<file path="src/rtl/otter_pkg.sv">
// Shared types for the iterative divider: operand width, opcode and FSM state encodings.
// Pure declarations plus two small opcode decoders; no timing of its own.
// No flow control; consumers decide how to use the decoded opcode.
package otter_pkg;

    localparam int XLEN = 32;

    typedef enum logic [1:0] {
        DIV  = 2'b00,
        DIVU = 2'b01,
        REM  = 2'b10,
        REMU = 2'b11
    } div_op_t;

    typedef enum logic [1:0] {
        IDLE = 2'b00,
        CALC = 2'b01,
        FIX  = 2'b10,
        DONE = 2'b11
    } div_state_t;

    // Signed variants work on magnitudes and need a sign fix afterwards.
    function automatic logic op_is_signed(input div_op_t o);
        return (o == DIV) || (o == REM);
    endfunction

    // Remainder variants return the partial remainder instead of the quotient.
    function automatic logic op_is_rem(input div_op_t o);
        return (o == REM) || (o == REMU);
    endfunction

endpackage

</file>
<file path="src/rtl/div_step.sv">
// One restoring-division iteration: shift in the next dividend bit, trial-subtract, keep or restore.
// Purely combinational, zero cycles.
// No flow control; the caller registers the outputs once per cycle.
module div_step #(
    parameter int XLEN = 32
) (
    input  logic [XLEN-1:0] i_rem,
    input  logic [XLEN-1:0] i_quo,
    input  logic [XLEN-1:0] i_div,
    output logic [XLEN-1:0] o_rem,
    output logic [XLEN-1:0] o_quo
);

    logic [XLEN:0]   w_shift;
    logic [XLEN-1:0] w_sub;
    logic            w_ge;

    // The partial remainder is always below the divisor, so after the shift it can need
    // one extra bit; the compare uses the full width, while a successful subtract always
    // lands back inside XLEN bits, so the low bits alone are enough for the difference.
    assign w_shift = {i_rem, i_quo[XLEN-1]};
    assign w_ge    = (w_shift >= {1'b0, i_div});
    assign w_sub   = w_shift[XLEN-1:0] - i_div;
    assign o_rem   = w_ge ? w_sub : w_shift[XLEN-1:0];
    assign o_quo   = {i_quo[XLEN-2:0], w_ge};

endmodule

</file>
<file path="src/rtl/div_unit.sv">
// RV32M-style divider (DIV/DIVU/REM/REMU): 32-cycle restoring core, then a sign-fix cycle.
// Latency: start edge -> done in cycle 34 (cycle 1 for /0 and overflow when DIV_FASTPATH_EN is defined).
// Single-outstanding: start is ignored while busy (including the DONE cycle); nothing is queued.
module div_unit #(
    parameter int XLEN = otter_pkg::XLEN
) (
    input  logic            clk,
    input  logic            rst,
    input  logic            start,
    input  logic [1:0]      op,
    input  logic [XLEN-1:0] a,
    input  logic [XLEN-1:0] b,
    input  logic [4:0]      rd_in,
    output logic            busy,
    output logic            done,
    output logic [XLEN-1:0] result,
    output logic [4:0]      wa,
    output logic            we
);

    import otter_pkg::*;

    div_state_t      r_state;
    div_op_t         r_op;
    logic [4:0]      r_cnt;
    logic [4:0]      r_rd;
    logic [XLEN-1:0] r_rem;
    logic [XLEN-1:0] r_quo;
    logic [XLEN-1:0] r_div;
    logic [XLEN-1:0] r_a;
    logic            r_neg_q;
    logic            r_neg_r;
    logic            r_bzero;
    logic [XLEN-1:0] r_result;
    logic [4:0]      r_wa;
    logic            r_done;
    logic            r_we;

    div_op_t         w_op;
    logic            w_signed;
    logic [XLEN-1:0] w_a_mag;
    logic [XLEN-1:0] w_b_mag;
    logic [XLEN-1:0] w_rem_nxt;
    logic [XLEN-1:0] w_quo_nxt;
    logic [XLEN-1:0] w_q_fix;
    logic [XLEN-1:0] w_r_fix;
    logic [XLEN-1:0] w_fix_res;

    assign w_op     = div_op_t'(op);
    assign w_signed = op_is_signed(w_op);
    assign w_a_mag  = (w_signed && a[XLEN-1]) ? -a : a;
    assign w_b_mag  = (w_signed && b[XLEN-1]) ? -b : b;

    div_step #(.XLEN(XLEN)) u_step (
        .i_rem (r_rem),
        .i_quo (r_quo),
        .i_div (r_div),
        .o_rem (w_rem_nxt),
        .o_quo (w_quo_nxt)
    );

    // Divide-by-zero leaves an all-ones quotient and the magnitude as remainder, which the sign
    // fix would corrupt for negative dividends, so it is overridden here. Signed overflow needs no
    // special case: |MIN|/1 = 0x80000000 and negating it wraps back to 0x80000000 with remainder 0.
    assign w_q_fix   = r_neg_q ? -r_quo : r_quo;
    assign w_r_fix   = r_neg_r ? -r_rem : r_rem;
    assign w_fix_res = r_bzero ? (op_is_rem(r_op) ? r_a : '1)
                               : (op_is_rem(r_op) ? w_r_fix : w_q_fix);

`ifdef DIV_FASTPATH_EN
    logic            w_fast;
    logic            w_ovf;
    logic [XLEN-1:0] w_fast_res;

    assign w_ovf      = w_signed && (a == {1'b1, {(XLEN-1){1'b0}}}) && (b == '1);
    assign w_fast     = (b == '0) || w_ovf;
    assign w_fast_res = (b == '0) ? (op_is_rem(w_op) ? a : '1)
                                  : (op_is_rem(w_op) ? '0 : a);
`endif

    assign busy   = (r_state != IDLE);
    assign done   = r_done;
    assign we     = r_we;
    assign wa     = r_wa;
    assign result = r_result;

    // Control FSM with registered outputs: latch operands, iterate, fix signs, pulse done for one cycle.
    always_ff @(posedge clk or posedge rst) begin
        if (rst) begin
            r_state  <= IDLE;
            r_op     <= DIV;
            r_cnt    <= '0;
            r_rd     <= '0;
            r_rem    <= '0;
            r_quo    <= '0;
            r_div    <= '0;
            r_a      <= '0;
            r_neg_q  <= 1'b0;
            r_neg_r  <= 1'b0;
            r_bzero  <= 1'b0;
            r_result <= '0;
            r_wa     <= '0;
            r_done   <= 1'b0;
            r_we     <= 1'b0;
        end else begin
            case (r_state)
                IDLE: begin
                    r_done <= 1'b0;
                    r_we   <= 1'b0;
                    if (start) begin
                        r_op    <= w_op;
                        r_rd    <= rd_in;
                        r_a     <= a;
                        r_div   <= w_b_mag;
                        r_quo   <= w_a_mag;
                        r_rem   <= '0;
                        r_cnt   <= '0;
                        r_neg_q <= w_signed && (a[XLEN-1] ^ b[XLEN-1]);
                        r_neg_r <= w_signed && a[XLEN-1];
                        r_bzero <= (b == '0);
`ifdef DIV_FASTPATH_EN
                        if (w_fast) begin
                            r_result <= w_fast_res;
                            r_wa     <= rd_in;
                            r_we     <= (rd_in != 5'd0);
                            r_done   <= 1'b1;
                            r_state  <= DONE;
                        end else begin
                            r_state  <= CALC;
                        end
`else
                        r_state <= CALC;
`endif
                    end
                end
                CALC: begin
                    r_rem <= w_rem_nxt;
                    r_quo <= w_quo_nxt;
                    r_cnt <= r_cnt + 5'd1;
                    if (r_cnt == 5'd31) begin
                        r_state <= FIX;
                    end
                end
                FIX: begin
                    r_result <= w_fix_res;
                    r_wa     <= r_rd;
                    r_we     <= (r_rd != 5'd0);
                    r_done   <= 1'b1;
                    r_state  <= DONE;
                end
                DONE: begin
                    r_done  <= 1'b0;
                    r_we    <= 1'b0;
                    r_state <= IDLE;
                end
                default: begin
                    r_state <= IDLE;
                end
            endcase
        end
    end

endmodule

</file>
<file path="config.mk">
export PLATFORM = sky130hd
export DESIGN_NAME = div_unit
export DESIGN_NICKNAME = d
export VERILOG_FILES = /design/src/rtl/otter_pkg.sv /design/src/rtl/div_step.sv /design/src/rtl/div_unit.sv
export SDC_FILE = /design/constraint.sdc
export NUM_CORES = 1
export LEC_CHECK = 0
export ABC_AREA = 1
export BUFFER_PORTS_ARGS = -buffer_cell sky130_fd_sc_hd__buf_2
export CAP_MARGIN = 20
export CELL_PAD_IN_SITES_DETAIL_PLACEMENT = 0
export CELL_PAD_IN_SITES_GLOBAL_PLACEMENT = 2
export CORE_MARGIN = 2
export CORE_UTILIZATION = 34
export DETAILED_ROUTE_END_ITERATION = 16
export HOLD_SLACK_MARGIN = 0.1
export PLACE_DENSITY = 0.82
export SYNTH_ARGS = -nofsm -noshare
export SYNTH_HDL_FRONTEND = slang
export SYNTH_SLANG_ARGS = --single-unit
</file>
<file path="constraint.sdc">
create_clock -name clk -period 7.9 [get_ports clk]
set_input_delay 1.58 -clock clk [delete_from_list [all_inputs] [get_ports clk]]
set_output_delay 1.58 -clock clk [all_outputs]
set_load 0.05 [all_outputs]
</file>
**Word level (Yosys, flattened, before mapping)**

Cells that the tools add are included.

- $add $sub $neg: 6
- Magnitude comparators: 1
- Eq/ne operators: 9
- Muxes and demuxes: 19
- Bitwise operators: 1
- Reductions and logical operators: 16

Operator list:

| kind | number |
|---|---|
| 2-to-1 mux 32 bit | 10 |
| negator 32 bit | 4 |
| one-hot mux 32 bit (2 select lines) | 2 |
| greater-or-equal comparator 33 x 32 -> 1 bit | 1 |
| logical NOT 32 bit | 1 |
| subtractor 32 bit | 1 |
| equality test 2 bit, second input constant | 5 |
| one-hot mux 5 bit (2 select lines) | 1 |
| one-hot mux 2 bit (4 select lines) | 1 |
| AND reduction 2 bit | 3 |
| nonzero test 2 bit | 3 |
| adder 5 x 1 -> 5 bit, second input constant | 1 |
| equality test 5 bit, second input constant | 1 |
| 2-to-1 mux 5 bit | 1 |
| nonzero test 5 bit | 1 |
| logical NOT 2 bit | 2 |
| 2-to-1 mux 2 bit | 2 |
| != test 2 bit, second input constant | 2 |
| one-hot mux 1 bit (2 select lines) | 2 |
| logical AND 1 bit | 3 |
| equality test 2 x 1 -> 1 bit, second input constant | 1 |
| logical OR 1 bit | 2 |
| OR reduction 2 bit | 1 |
| XOR 1 bit | 1 |

- Register bits after elaboration: 184
- Input bits: 74
- Logic and storage cells: 67

**Depth between registers and ports, before layout**

- Depth in word-level cells: 6
- Depth in mapped cells: 17

**Cells and area by module**

From an unflattened synthesis, not the netlist that was laid out.

- Cell total of the unflattened synthesis: 2433
- Area total of the unflattened synthesis: 15067.0 um2

By module, submodules not included:

| module | times used | cells an instance | area an instance (um2) | sequential area each (um2) |
|---|---|---|---|---|
| div_unit | 1 | 1751 | 11637.4 | 4579.4 |
| div_step | 1 | 682 | 3429.5 | 0.0 |

**Worst setup path after synthesis**

OpenSTA, ideal clock, no wires.

- Path kind: input -> register
- Start: input a[1]
- End: register r_quo[26]
- Library setup time: 0.120 ns
- Arrival time: 2.822 ns
- Path slack: 4.957 ns
- Cell stages on the path: 8
- Path buffers: 0
- Path through: inv_1 -> ha_1 -> nand3_1 -> nor2_1 -> nand3b_1 -> o21ai_2 -> nand4_1 -> a31o_2

- Word-level cells in the longest chain between the ends: 4

Ends and longest elaborated chain:

| what | line | RTL |
|---|---|---|
| start, declared | div_unit.sv:11 | `input logic [XLEN-1:0] a,` |
| negator 32 bit | div_unit.sv:51 | `assign w_a_mag = (w_signed && a[XLEN-1]) ? -a : a;` |
| 2-to-1 mux 32 bit | div_unit.sv:51 |  |
| 2-to-1 mux 32 bit | div_unit.sv:110 | `if (start) begin` |
| one-hot mux 32 bit (2 select lines) | div_unit.sv:106 | `case (r_state)` |
| end signal, assigned | div_unit.sv:115 | `r_quo <= w_a_mag;` |
| end signal, assigned | div_unit.sv:138 | `r_quo <= w_quo_nxt;` |
| end, declared | div_unit.sv:28 | `logic [XLEN-1:0] r_quo;` |

No other way between the ends. The select of a mux whose other input is x is not followed.
A chain may end at the register's enable or synchronous reset.

**Worst setup path after layout**

- Start: register r_state[0]
- End: output busy

- Word-level cells in the longest chain between the ends: 1

Ends and longest elaborated chain:

| what | line | RTL |
|---|---|---|
| start, declared | div_unit.sv:23 | `div_state_t r_state;` |
| start signal, assigned | div_unit.sv:90 | `r_state <= IDLE;` |
| start signal, assigned | div_unit.sv:132 | `r_state <= CALC;` |
| start signal, assigned | div_unit.sv:141 | `r_state <= FIX;` |
| nonzero test 2 bit | div_unit.sv:81 | `assign busy = (r_state != IDLE);` |
| end, declared | div_unit.sv:14 | `output logic busy,` |

No other way between the ends.

==> metrics.cfg <==
[logic_synthesis]
async_flop_share_pct=100
synth_area_um2=13800
synth_warnings=0
ys_ff_latch=183
synth_cell_types=45
syn_inst=2163
synth.net_count=2280
synth_top_area_share_pct=33.2
synth_edf_count=0
synth.largest_area_cell=dfrtp_1
synth_common_cells=nand2_1, inv_1, nand3_1
synth_area_leaders=dfrtp_1, nand2_1, nand3_1, o21ai_0, inv_1
syn_avg_cell_area_um2=6.38
synth_ff_type=dfrtp_1
ys_seq_area_share_pct=33.2
synth_most_common_cell=nand2_1

[route]
drtAntennaViolNets=0
drt_iter0_markers=1186
routedWlPerCell_um=17.4
drc=0
via_count=14132
drtPass1Iterations=5
wl_mm=48.1
viasPerCell=5.10

[pwr]
p_total_uw=7060
vdd_drop_max_v=0.000250
power_leakage_uw=0.00809
power.density_nw_per_um2=457

[timing]
finalCritPeriodShare_pct=40.0
hold_viol_final=0
worstMarginPinSlew_ps=1070
rsz0062_at_grt=no
setup_viol=0
fmaxAchievable_mhz=316
finalSetupTns_ps=0
finalCriticalPeriod_ps=3160
max_slew_margin_pct=28.6
fin_skew_ps=15.2
slew_violations=0

[critical_path]
slowest_delay_ps=400
r2r_end=r_rem[26]$_DFFE_PP0P_
worstPathArrival_ps=1580
path_common_cell=inv_1
critPathBufInv=3
cpMaxStageDelayCell=dfrtp_1
path_cells=inv_1, ha_1, inv_1, buf_2
setup.worst_path.end_class=output pin
cp_max_fo=4
crit_end=busy
worstSetupStartpoint=r_state[0]$_DFFE_PP0P_
crit_cells=4
ff2ff_path_depth=15
reg2reg_from=r_quo[31]$_DFFE_PP0P_
cp-start-kind=flip-flop
crit_type=reg -> out
cp_data_required_time_ps=6320
crit_family=buffers and inverters
reg2reg_slack_ps=4880

[cts]
cts_root_buf=clkbuf_16
clock_path_buffers=2
htreeDepth=4
cts_inserted_buffers=17
post_cts_resize_count=0
cts_sinks=183
worstSkewPairLatency_ps=470
clk_pin_slew_ps=70
post-cts-setup-buffers=0
tritoncts=built
ctsHoldBuffers=0

[layout]
syn2layout_area_growth_pct=11.8
layout-drive-gt1-share_pct=8.99
nets=2351
nFillCells=4366

[die]
die-area_um2=42200
rows=73
io_pins=114
fp.coreArea_um2=39900
start_util_pct=34.6
die-width_um=206
die-height_um=206

[status]
outcome=completed

[hold_path]
hp-start=wa[2]$_DFFE_PP0P_
hold_class=reg -> reg

[place]
gp_congestion=0.885
dp_hpwl_mm=36.6
portBuffers=113

[grt]
grt_max_degree=112
antenna_found_initial=1
grt_pass1_vias=13205
grt_usage_pct=23.3
overflow=0
grt_pass1_wl_mm=75.6

[job]
maxCapViolCount=0

-- where the power goes --
group          switching, µW  leakage, µW  total [µW]  internal [µW]
registers                316      0.00232        1670           1360
logic                   3140      0.00548        4470           1330
clock network            422     0.000291         911            489
total                   3880      0.00809        7060           3180
-- per-stage QoR --
stage	cell area, µm²	util, %	worst slack (ps)	instances	hold slack, ps
after global placement	14800	37.1	4190	2739	456
after floorplan	13800	-	1350	2163	444
after global routing	15400	38.7	4500	2771	496
final	15400	38.7	4740	2772	475
after detailed placement	14800	37.1	4140	2739	461
after CTS	15400	38.6	4650	2770	480
-- registers in the layout, summed over array words and instances, names as in the netlist --
name and flops:
r_bzero 1, done 1, r_a 32, we 1, r_state 2, r_rd 5, result 32, wa 5
r_op 1, r_div 32, r_quo 32, r_neg_q 1, r_neg_r 1, r_rem 32, r_cnt 5
-- tightest hold or removal path: cells and delay by family, from the launching register on --
family	cells	cell delay, ps
AND/OR/NAND/NOR	2	110
flip-flops	1	340
-- metal layers --
metal / GRT usage [%] / vias to the layer above / wire (µm)
li1: - / 7157 / -
met1: 34.4 / 6669 / 24300
met2: 36.3 / 268 / 21600
met3: 2.19 / 38 / 1540
met4: 5.63 / 0 / 686
met5: 0 / - / 0
-- how the worst min path moves through the flow --
| stage | end | cells after the start |
|---|---|---|
| 3_3_place_gp | wa[4]$_DFFE_PP0P_ | 2 |
| 2_1_floorplan | r_a[10]$_DFFE_PP0P_ | 2 |
| 4_1_cts | result[18]$_DFFE_PP0P_ | 2 |
| 5_1_grt | r_a[21]$_DFFE_PP0P_ | 2 |
| 6_report | wa[2]$_DFFE_PP0P_ | 2 |
| 3_5_place_dp | r_a[10]$_DFFE_PP0P_ | 2 |
-- placed cells by master (no fill, tap or decap), types with 6 or more instances in the layout --
cell and instances:
o21bai_1 9, nand2_1 676, or2_2 6, nor2_1 207, xor2_1 23, o22ai_1 7, o21ai_1 12, nand3_1 230
nor3_1 26, buf_2 113, xnor2_1 17, nand4_1 37, clkbuf_16 17, nand2_2 9, o21ai_0 191, o221ai_1 7
ha_1 42, o211ai_1 15, a21oi_1 92, inv_2 8, nand3b_1 6, dfrtp_1 183, buf_4 11, inv_1 246
-- cell type report --
class                   count  area (µm²)  area share, %
repair buffers            125         676           4.38
multi-input cells        1650        7950           51.5
well taps                 525         657           4.26
flip-flops and latches    183        4580           29.7
clock buffers              20         457           2.96
inverters                 257         977           6.33
clock inverters            11         139          0.900
diodes                      1        2.50         0.0162
-- cell families (layout without fill, tap and decap cells) --
group,count (synthesis),after routing,share of synthesized area (%)
buffers and inverters,330,413,9.38
AOI/OAI and AO/OA,347,347,13.6
DFF,183,183,33.2
other,0,1,0
xor gates and xnor gates,40,40,2.54
and+or+nand+nor,1220,1220,37.4
adders and majority gates,43,43,3.95
No activity file was read; power rests on OpenSTA's default activity.
